$ cat src/rtl/pong_pkg.sv
// Shared definitions for the pong game controller: FSM encoding, field geometry
// constants and small arithmetic helpers used by the ball/score datapath.
// Latency: n/a (package). Backpressure: n/a.
package pong_pkg;

    typedef enum logic [2:0] {
        ST_IDLE  = 3'd0,
        ST_SERVE = 3'd1,
        ST_PLAY  = 3'd2,
        ST_POINT = 3'd3,
        ST_OVER  = 3'd4
    } state_e;

    localparam logic [3:0] FIELD_MAX   = 4'd15;
    localparam logic [3:0] CENTER      = 4'd8;
    localparam logic [3:0] BALL_X_MIN  = 4'd1;
    localparam logic [3:0] BALL_X_MAX  = 4'd14;
    localparam int         PADDLE_HALF = 1;

    // |ball_y - pos| <= PADDLE_HALF, done in 5-bit signed so rows 0 and 15
    // never alias onto each other.
    function automatic logic paddle_hit(input logic [3:0] ball_y, input logic [3:0] pos);
        logic signed [4:0] diff;
        logic signed [4:0] half;
        half = 5'(PADDLE_HALF);
        diff = $signed({1'b0, ball_y}) - $signed({1'b0, pos});
        return (diff >= -half) && (diff <= half);
    endfunction

    // Scores stop at 15 rather than wrapping back to 0.
    function automatic logic [3:0] sat_inc(input logic [3:0] s);
        return (s == FIELD_MAX) ? s : s + 4'd1;
    endfunction

endpackage

$ cat src/rtl/pong_tick_gen.sv
// Frame tick generator: free-running divider, one-cycle tick every TICK_DIV clocks.
// Latency: tick is combinational from the counter (high while count = TICK_DIV-1).
// Backpressure: none; runs in every state, cleared only by rst.
// Ports: clk, rst (async, active-high) in; tick out.
module pong_tick_gen #(
    parameter int TICK_DIV = 1_000_000
) (
    input  logic clk,
    input  logic rst,
    output logic tick
);

    localparam int            CW   = $clog2(TICK_DIV);
    localparam logic [CW-1:0] LAST = CW'(TICK_DIV - 1);

    logic [CW-1:0] cnt_q;
    logic [CW-1:0] cnt_d;

    assign tick  = (cnt_q == LAST);
    assign cnt_d = tick ? '0 : cnt_q + CW'(1);

    always_ff @(posedge clk or posedge rst) begin
        if (rst) begin
            cnt_q <= '0;
        end else begin
            cnt_q <= cnt_d;
        end
    end

endmodule

$ cat src/rtl/pong_ctrl.sv
// Pong game controller: frame tick, ball motion, scoring, game FSM and paddle move pulses.
// Latency: all outputs registered; on tick cycle T, ball/score/state and move pulses appear at T+1.
// Backpressure: none; buttons sampled on tick only, start sampled every clock in IDLE/OVER.
// Ports: clk, rst, start, four raw buttons, paddle rows pos_l/pos_r in;
//        l_up/l_dn/r_up/r_dn pulses, ball_x/ball_y, score_l/score_r, state, winner out.
module pong_ctrl
    import pong_pkg::*;
#(
    parameter int TICK_DIV    = 1_000_000,
    parameter int SERVE_TICKS = 30,
    parameter int POINT_TICKS = 30,
    parameter int WIN_SCORE   = 7
) (
    input  logic       clk,
    input  logic       rst,
    input  logic       start,
    input  logic       btn_l_up,
    input  logic       btn_l_dn,
    input  logic       btn_r_up,
    input  logic       btn_r_dn,
    input  logic [3:0] pos_l,
    input  logic [3:0] pos_r,
    output logic       l_up,
    output logic       l_dn,
    output logic       r_up,
    output logic       r_dn,
    output logic [3:0] ball_x,
    output logic [3:0] ball_y,
    output logic [3:0] score_l,
    output logic [3:0] score_r,
    output logic [2:0] state,
    output logic       winner
);

    localparam int             TMAX        = (SERVE_TICKS > POINT_TICKS) ? SERVE_TICKS : POINT_TICKS;
    localparam int             TCW         = $clog2(TMAX + 1);
    localparam logic [TCW-1:0] SERVE_LAST  = TCW'(SERVE_TICKS - 1);
    localparam logic [TCW-1:0] POINT_LAST  = TCW'(POINT_TICKS - 1);
    localparam logic [3:0]     WIN         = 4'(WIN_SCORE);

    logic tick;

    pong_tick_gen #(
        .TICK_DIV (TICK_DIV)
    ) u_tick (
        .clk  (clk),
        .rst  (rst),
        .tick (tick)
    );

    state_e         state_q,   state_d;
    logic [3:0]     ball_x_q,  ball_x_d;
    logic [3:0]     ball_y_q,  ball_y_d;
    logic [3:0]     score_l_q, score_l_d;
    logic [3:0]     score_r_q, score_r_d;
    logic           dx_neg_q,  dx_neg_d;   // 1: dx = -1, 0: dx = +1
    logic           dy_neg_q,  dy_neg_d;   // 1: dy = -1, 0: dy = +1
    logic           winner_q,  winner_d;
    logic [TCW-1:0] tcnt_q,    tcnt_d;     // ticks spent in SERVE or POINT
    logic           l_up_q, l_up_d, l_dn_q, l_dn_d;
    logic           r_up_q, r_up_d, r_dn_q, r_dn_d;

    // Vertical step: bounce off the top/bottom row before moving.
    logic       dy_flip;
    logic       dy_step_neg;
    logic [3:0] ball_y_step;
    logic       hit_l;
    logic       hit_r;
    logic       move_en;

    assign dy_flip     = ((ball_y_q == FIELD_MAX) && !dy_neg_q) ||
                         ((ball_y_q == 4'd0) && dy_neg_q);
    assign dy_step_neg = dy_neg_q ^ dy_flip;
    assign ball_y_step = dy_step_neg ? (ball_y_q - 4'd1) : (ball_y_q + 4'd1);

    // Paddle rows are sampled on the tick itself, i.e. before this tick's move lands.
    assign hit_l = paddle_hit(ball_y_q, pos_l);
    assign hit_r = paddle_hit(ball_y_q, pos_r);

    // Move pulses: one per paddle per tick, only while the ball is live or serving.
    // Pressing both buttons cancels out; rows 0 and 15 clamp the move.
    assign move_en = tick && ((state_q == ST_SERVE) || (state_q == ST_PLAY));
    assign l_up_d  = move_en && btn_l_up && !btn_l_dn && (pos_l != FIELD_MAX);
    assign l_dn_d  = move_en && btn_l_dn && !btn_l_up && (pos_l != 4'd0);
    assign r_up_d  = move_en && btn_r_up && !btn_r_dn && (pos_r != FIELD_MAX);
    assign r_dn_d  = move_en && btn_r_dn && !btn_r_up && (pos_r != 4'd0);

    always_comb begin
        state_d   = state_q;
        ball_x_d  = ball_x_q;
        ball_y_d  = ball_y_q;
        score_l_d = score_l_q;
        score_r_d = score_r_q;
        dx_neg_d  = dx_neg_q;
        dy_neg_d  = dy_neg_q;
        winner_d  = winner_q;
        tcnt_d    = tcnt_q;

        case (state_q)
            ST_IDLE, ST_OVER: begin
                // start is taken on any clock; it overrides a coinciding tick.
                if (start) begin
                    state_d   = ST_SERVE;
                    score_l_d = 4'd0;
                    score_r_d = 4'd0;
                    ball_x_d  = CENTER;
                    ball_y_d  = CENTER;
                    dx_neg_d  = 1'b0;
                    dy_neg_d  = 1'b0;
                    tcnt_d    = '0;
                end
            end

            ST_SERVE: begin
                if (tick) begin
                    if (tcnt_q == SERVE_LAST) begin
                        state_d = ST_PLAY;
                        tcnt_d  = '0;
                    end else begin
                        tcnt_d  = tcnt_q + TCW'(1);
                    end
                end
            end

            ST_PLAY: begin
                if (tick) begin
                    // Vertical motion always applies, even on the tick a point is lost.
                    dy_neg_d = dy_step_neg;
                    ball_y_d = ball_y_step;

                    if ((ball_x_q == BALL_X_MIN) && dx_neg_q) begin
                        if (hit_l) begin
                            dx_neg_d = 1'b0;
                            ball_x_d = BALL_X_MIN + 4'd1;
                        end else begin
                            // Ball stays frozen in POINT, so dx can be preloaded
                            // here with the direction of the next serve.
                            score_r_d = sat_inc(score_r_q);
                            dx_neg_d  = 1'b0;
                            state_d   = ST_POINT;
                            tcnt_d    = '0;
                        end
                    end else if ((ball_x_q == BALL_X_MAX) && !dx_neg_q) begin
                        if (hit_r) begin
                            dx_neg_d = 1'b1;
                            ball_x_d = BALL_X_MAX - 4'd1;
                        end else begin
                            score_l_d = sat_inc(score_l_q);
                            dx_neg_d  = 1'b1;
                            state_d   = ST_POINT;
                            tcnt_d    = '0;
                        end
                    end else begin
                        ball_x_d = dx_neg_q ? (ball_x_q - 4'd1) : (ball_x_q + 4'd1);
                    end
                end
            end

            ST_POINT: begin
                if (tick) begin
                    if (tcnt_q == POINT_LAST) begin
                        tcnt_d = '0;
                        if ((score_l_q == WIN) || (score_r_q == WIN)) begin
                            state_d  = ST_OVER;
                            winner_d = (score_r_q == WIN);
                        end else begin
                            state_d  = ST_SERVE;
                            ball_x_d = CENTER;
                            ball_y_d = CENTER;
                            dy_neg_d = 1'b0;
                        end
                    end else begin
                        tcnt_d = tcnt_q + TCW'(1);
                    end
                end
            end

            default: begin
                state_d = ST_IDLE;
            end
        endcase
    end

    always_ff @(posedge clk or posedge rst) begin
        if (rst) begin
            state_q   <= ST_IDLE;
            ball_x_q  <= CENTER;
            ball_y_q  <= CENTER;
            score_l_q <= 4'd0;
            score_r_q <= 4'd0;
            dx_neg_q  <= 1'b0;
            dy_neg_q  <= 1'b0;
            winner_q  <= 1'b0;
            tcnt_q    <= '0;
            l_up_q    <= 1'b0;
            l_dn_q    <= 1'b0;
            r_up_q    <= 1'b0;
            r_dn_q    <= 1'b0;
        end else begin
            state_q   <= state_d;
            ball_x_q  <= ball_x_d;
            ball_y_q  <= ball_y_d;
            score_l_q <= score_l_d;
            score_r_q <= score_r_d;
            dx_neg_q  <= dx_neg_d;
            dy_neg_q  <= dy_neg_d;
            winner_q  <= winner_d;
            tcnt_q    <= tcnt_d;
            l_up_q    <= l_up_d;
            l_dn_q    <= l_dn_d;
            r_up_q    <= r_up_d;
            r_dn_q    <= r_dn_d;
        end
    end

    assign l_up    = l_up_q;
    assign l_dn    = l_dn_q;
    assign r_up    = r_up_q;
    assign r_dn    = r_dn_q;
    assign ball_x  = ball_x_q;
    assign ball_y  = ball_y_q;
    assign score_l = score_l_q;
    assign score_r = score_r_q;
    assign state   = state_q;
    assign winner  = winner_q;

endmodule

$ cat config.mk
export PLATFORM = sky130hd
export DESIGN_NAME = pong_ctrl
export DESIGN_NICKNAME = d
export VERILOG_FILES = /design/src/rtl/pong_pkg.sv /design/src/rtl/pong_tick_gen.sv /design/src/rtl/pong_ctrl.sv
export SDC_FILE = /design/constraint.sdc
export NUM_CORES = 1
export LEC_CHECK = 0
export ABC_AREA = 1
export CORE_MARGIN = 2
export CORE_UTILIZATION = 51
export DETAILED_ROUTE_END_ITERATION = 6
export DONT_BUFFER_PORTS = 1
export PLACE_DENSITY = 0.77
export SLEW_MARGIN = 30
export SYNTH_ARGS = -nofsm -noshare
export SYNTH_HDL_FRONTEND = slang
export SYNTH_SLANG_ARGS = --single-unit
$ cat constraint.sdc
create_clock -name clk -period 8.2 [get_ports clk]
set_clock_uncertainty 0.1 [all_clocks]
set_input_delay 0.41 -clock clk [delete_from_list [all_inputs] [get_ports clk]]
set_output_delay 0.41 -clock clk [all_outputs]
set_load 0.005 [all_outputs]
# [After elaboration in Yosys (flattened, before gate mapping)]
# Cells that the tools add are included.
[classes] n_addsub=10 magnitude_cmp=4 eq_ne=35 n_mux=58 n_bitwise=1 reduce_logical=45
[ops] cell="two-way mux 4 bit" n=22
[ops] cell="two-way mux 5 bit" n=8
[ops] cell="two-way mux 3 bit" n=11
[ops] cell="one-hot mux 4 bit (3 select lines)" n=2
[ops] cell="!= test 2 bit, second input constant" n=11
[ops] cell="adder 20 x 1 -> 20 bit, second input constant" n=1
[ops] cell="== test 20 bit, second input constant" n=1
[ops] cell="two-way mux 20 bit" n=1
[ops] cell="logical AND 1 bit" n=19
[ops] cell="adder 4 x 1 -> 4 bit, second input constant" n=4
[ops] cell="== test 4 bit, second input constant" n=4
[ops] cell="one-hot mux 4 bit (2 select lines)" n=2
[ops] cell="one-hot mux 5 bit (3 select lines)" n=1
[ops] cell="AND reduction 7 bit" n=2
[ops] cell="!= test 4 bit, second input constant" n=3
[ops] cell="one-hot mux 3 bit (4 select lines)" n=1
[ops] cell="AND reduction 6 bit" n=2
[ops] cell="greater-or-equal comparator 5 x 1 -> 1 bit, second input constant" n=2
[ops] cell="<= comparator 5 x 2 -> 1 bit, second input constant" n=2
[ops] cell="subtractor 4 x 4 -> 5 bit" n=2
[ops] cell="AND reduction 9 bit" n=1
[ops] cell="== test 4 x 3 -> 1 bit, second input constant" n=2
[ops] cell="two-way mux 1 bit" n=8
[ops] cell="!= test 2 x 1 -> 1 bit, second input constant" n=4
[ops] cell="other kinds (23)" n=37
[word_totals] reg_bits=51 in_bits=15 out_inout_bits=24 wordCells=167

# [Logic depth before layout (Yosys ltp)]
[depth] ltp_word=8 mapped_depth=17 depth_no_buf=17

# [Modules after synthesis]
# A second synthesis with hierarchy kept.
[unflattened] hier_cells=459 hier_area_um2=3553.4
[by_module_without_submodules] module="pong_ctrl" n_inst=1 cells_each=301 area_per_inst_um2=2354.8 seq_area_each_um2=778.2
[by_module_without_submodules] module="pong_tick_gen" n_inst=1 cells_each=158 area_per_inst_um2=1198.6 seq_area_each_um2=500.5

# [Worst setup path before layout]
# No wires, ideal clock.
[synth_path] path_type="reg-to-reg" startpoint="register ball_y_q[0] (netlist: ball_y[0])" endpoint="register ball_x_q[0] (netlist: ball_x[0])" setup_ns=0.117 t_arrival_ns=2.639 required_time_ns=7.983 setup_slack_ns=5.344 path_stages_with_launch=18 n_path_buf=0 synth_period_minus_slack_ns=2.856 path_cell_list="dfrtp_1 -> inv_1 -> ha_1 -> inv_1 -> fa_1 -> inv_1 -> or2_2 -> nor2_2 -> and2_1 -> ha_1 -> inv_1 -> nand2_1 -> nand3_1 -> nand2_1 -> nand3_1 -> nand3_1 -> nand2_1 -> nand2_1"
[synth_between] elab_chain_cells=5 word_cells_on_any_way=11 classes_between="2 x add/sub; 4 x order compare; 2 x eq/ne; 3 x reduce/logical"
[synth_lines] element="from (decl)" line_no="pong_ctrl.sv:53" text="logic [3:0] ball_y_q, ball_y_d;"
[synth_lines] element="from (signal assigned)" line_no="pong_ctrl.sv:202" text="ball_y_q <= ball_y_d;"
[synth_lines] element="subtractor 4 x 4 -> 5 bit" line_no="pong_pkg.sv:26" text="diff = $signed({1'b0, ball_y}) - $signed({1'b0, pos});"
[synth_lines] element="greater-or-equal comparator 5 x 1 -> 1 bit / <= comparator 5 x 2 -> 1 bit (equally long branches)" line_no="pong_pkg.sv:27" text="return (diff >= -half) && (diff <= half);"
[synth_lines] element="logical AND 1 bit" line_no="pong_pkg.sv:27"
[synth_lines] element="!= test 4 bit (no line) / != test 3 bit (equally long branches)"
[synth_lines] element="AND reduction 8 bit (no line) *"
[synth_lines] element="to (signal assigned)" line_no="pong_ctrl.sv:201" text="ball_x_q <= ball_x_d;"
[synth_lines] element="to (decl)" line_no="pong_ctrl.sv:52" text="logic [3:0] ball_x_q, ball_x_d;"
# Mark *: on every way between the ends. The rest lies on a longest branch, timed or not.
# A chain may end at the register's enable or synchronous reset.

# [Final worst setup path]
# Same ends and word-level chain as after synthesis.

==> metrics.md <==
| Metric | Value |
|---|---|
| Status | `finished, final reports clean` |
| Routability cong. | `around 0.89` |
| Comb power frac | `0.445` |
| Number of remaining DRC errors | `0` |
| Drt wl/cell | `between 10 and 15 um` |
| Startpoint Class | `register` |
| Worst slew pin tran | `0.629 ns` |
| Internal | `486 uW` |
| Critical Path RT | `8.30 ns` |
| Ys async rst share | `1.00` |
| DR iter-0 viols | `around 140` |
| Slew Limit Fails | `0` |
| Yosys top cell area share | `0.351` |
| Global-route usage over all layers | `0.203` |
| Largest net degree at the start of global routing | `52` |
| Min Tclk post-route | `3.17 ns` |
| Number of synthesized register bits | `51` |
| Postcts setup bufs | `0` |
| Fin Hold WS | `0.0724 ns` |
| Critical Path Fanout Max | `6` |
| Area Growth Syn to Fin | `4.70%` |
| H-tree levels | `2` |
| Worst-path clk slew | `~0.09 ns` |
| Share of cells above drive strength 1 | `0.114` |
| Peak Freq | `315 MHz` |
| Seq pwr share | `0.384` |
| RSZ-0062 raised after global routing | `false` |
| Nets | `483` |
| Psw | `between 300 and 400 uW` |
| Rows | `30` |
| Switching Fraction | `0.449` |
| Vias in the first global route | `2883` |
| Main synth FF type | `dfrtp_1` |
| Arr. time, crit path | `3.27 ns` |
| Inserted Clock Buffers | `5` |
| Clk_lat worst skew | `0.31 ns` |
| CORE AREA | `about 6700 um2` |
| Initial Util | `0.519` |
| Initial antenna violation count | `0` |
| Number of I/O pins | `39` |
| PwrDens | `241 nW/um2` |
| Critical path capture point type | `register` |
| Mapped cell area | `3490 um2` |
| HPWL Detailed | `5430 um` |
| Seq/Total Area, Yosys | `0.366` |
| Drt pass-1 iters | `4` |
| Setup violators final | `0` |
| Synthesized area per cell | `7.90 um2` |
| Post-synth cell types | `44` |
| Mapped Nets | `480` |
| Peak supply drop | `138 uV` |
| Die height | `roughly 87 um` |
| Clock buffer depth | `2` |
| DIE WIDTH | `86.7 um` |
| Root Buffer | `clkbuf_8` |
| Top post-synthesis cells by area | `dfrtp_1, nand2_1, ha_1` |
| Vias/cell | `5.50` |
| Post-synth EDFFs | `0` |
| CTS tree | `done` |
| Final TNS setup | `0 ns` |
| CTS Sinks | `51` |
| First-pass GRT wire length | `12300 um` |
| N_diodes | `0` |
| Final WL | `7030 um` |
| Final hold viol count | `0` |
| Cell leakage power | `1.87 nW` |
| Syn Inst Count | `about 440` |
| Grt ovf | `0` |
| Via count | `2894` |
| Slew HR | `0.581` |
| Hold Crit Class | `in -> reg` |
| Clk pwr share | `0.171` |
| Max cap viols | `0` |
| Crit Path Class | `reg -> reg` |
| I/O Buffers | `0` |
| Post-synth top area cell | `dfrtp_1` |
| List of most frequent post-synthesis cells | `nand2_1, inv_1, dfrtp_1, nand3_1, nor2_1` |
| Final worst path period share | `0.387` |
| Syn. warnings | `0` |
| ANT nets after route | `0` |
| Die ar. | `about 7500 um2` |
| Most frequent cell after synthesis | `nand2_1` |
[cell usage in the layout (no fill, tap or decap), types with 3 or more instances in the layout]
master,Yosys,final
inv_2,8,8
nand3_1,39,39
nand4_1,12,12
nand2_1,99,99
dfrtp_1,49,49
inv_1,55,54
nand3_2,3,3
nor2_2,6,6
or2_2,4,4
fa_1,3,3
clkbuf_8,0,6
nor3_1,7,7
nor2_1,37,37
nor2_4,3,3
a21oi_1,14,14
o21ai_0,10,10
nor4_1,6,6
o21ai_1,10,10
xnor2_1,4,4
ha_1,20,20
a21oi_2,3,3
xor2_1,17,17
[flip-flops by register name, indices dropped and copies added (netlist names)]
signal	flops
u_tick.cnt_q	20
state	3
l_up	1
ball_x	4
r_up	1
score_r	4
l_dn	1
score_l	4
tcnt_q	5
winner	1
dx_neg_q	1
ball_y	4
r_dn	1
dy_neg_q	1
[metrics by stage]
step                      std cells   util  power (mW)  cell area, um2  setup slack [ns]
final                           526  0.544       0.882            3650              5.03
after global routing            526  0.544       0.961            3650              4.70
after floorplan                 442      -       0.663            3490              5.34
after detailed placement        517  0.528       0.735            3550              5.03
after global placement          517  0.528       0.717            3550              5.19
after CTS                       526  0.544       0.890            3650              5.01
[per-layer routing]
| metal | track usage | vias up | part of all wire |
|---|---|---|---|
| li1 | - | 1447 | - |
| met1 | 0.234 | 1392 | 0.43 |
| met2 | 0.364 | 47 | 0.51 |
| met3 | 0.0581 | 8 | 0.044 |
| met4 | 0.0582 | 0 | 0.012 |
| met5 | 0 | - | 0 |
[worst max-delay path, stage by stage (launching register included)]
cell and delay, ns:
dfrtp_1 0.47, inv_1 0.15, ha_1 0.16, inv_1 0.06, fa_1 0.48, inv_1 0.05
or2_2 0.28, nor2_2 0.15, and2_1 0.14, ha_1 0.23, inv_1 0.06, nand2_1 0.05
nand3_1 0.09, nand2_1 0.12, nand3_1 0.17, nand3_1 0.17, nand2_1 0.11, nand2_1 0.05
[final timing paths]
kind,from,end,slack [ns],cells after the start
worst max register to register,ball_y[0]$_DFFE_PP0P_,ball_x[0]$_DFFE_PP0P_,5.03,17
worst min register to register,u_tick.cnt_q[0]$_DFF_PP0_,u_tick.cnt_q[0]$_DFF_PP0_,0.36,1
min in group asynchronous,rst,u_tick.cnt_q[8]$_DFF_PP0_,0.57,2
max in group asynchronous,rst,ball_x[2]$_DFFE_PP0P_,7.00,2
worst min-delay path,btn_l_up,l_dn$_DFF_PP0_,0.07,1
worst max-delay path,ball_y[0]$_DFFE_PP0P_,ball_x[0]$_DFFE_PP0P_,5.03,17
[power by group through the flow]
stage	Sequential [mW]	Clock, mW	Combinational (mW)
after detailed placement	0.344	0	0.391
after floorplan	0.321	0	0.343
after global routing	0.345	0.166	0.450
final	0.339	0.151	0.393
after CTS	0.339	0.157	0.394
after global placement	0.342	0	0.375
[timing repair]
item | in CTS | in global routing
hold endpoints to repair | 49 | 0
hold buffers | 1 | 0
gates resized for setup | 0 | 0
[cells by family (layout without fill, tap and decap cells)]
family                   count (synthesis)  count (layout)  share of synthesized area
multiplexers                             1               1                    0.00323
AO/OA/AOI/OAI                           47              47                     0.0835
XOR/XNOR                                21              21                     0.0527
AND/OR/NAND/NOR                        231             231                      0.325
flip-flops                              51              51                      0.366
buffers and inverters                   68              72                     0.0803
adder cells (fa/ha/maj)                 23              23                     0.0889
[cell type report]
type / instances / area, um2
Multi-Input combinational cell: 323 / 1930
Clock inverter: 1 / 8.76
Fill cell: 611 / 3070
Timing Repair Buffer: 1 / 10.0
Sequential cell: 51 / 1280
Inverter: 63 / 239
Tap cell: 80 / 100
Clock buffer: 7 / 86.3
Note: power is estimated with default switching activity, not from simulation.
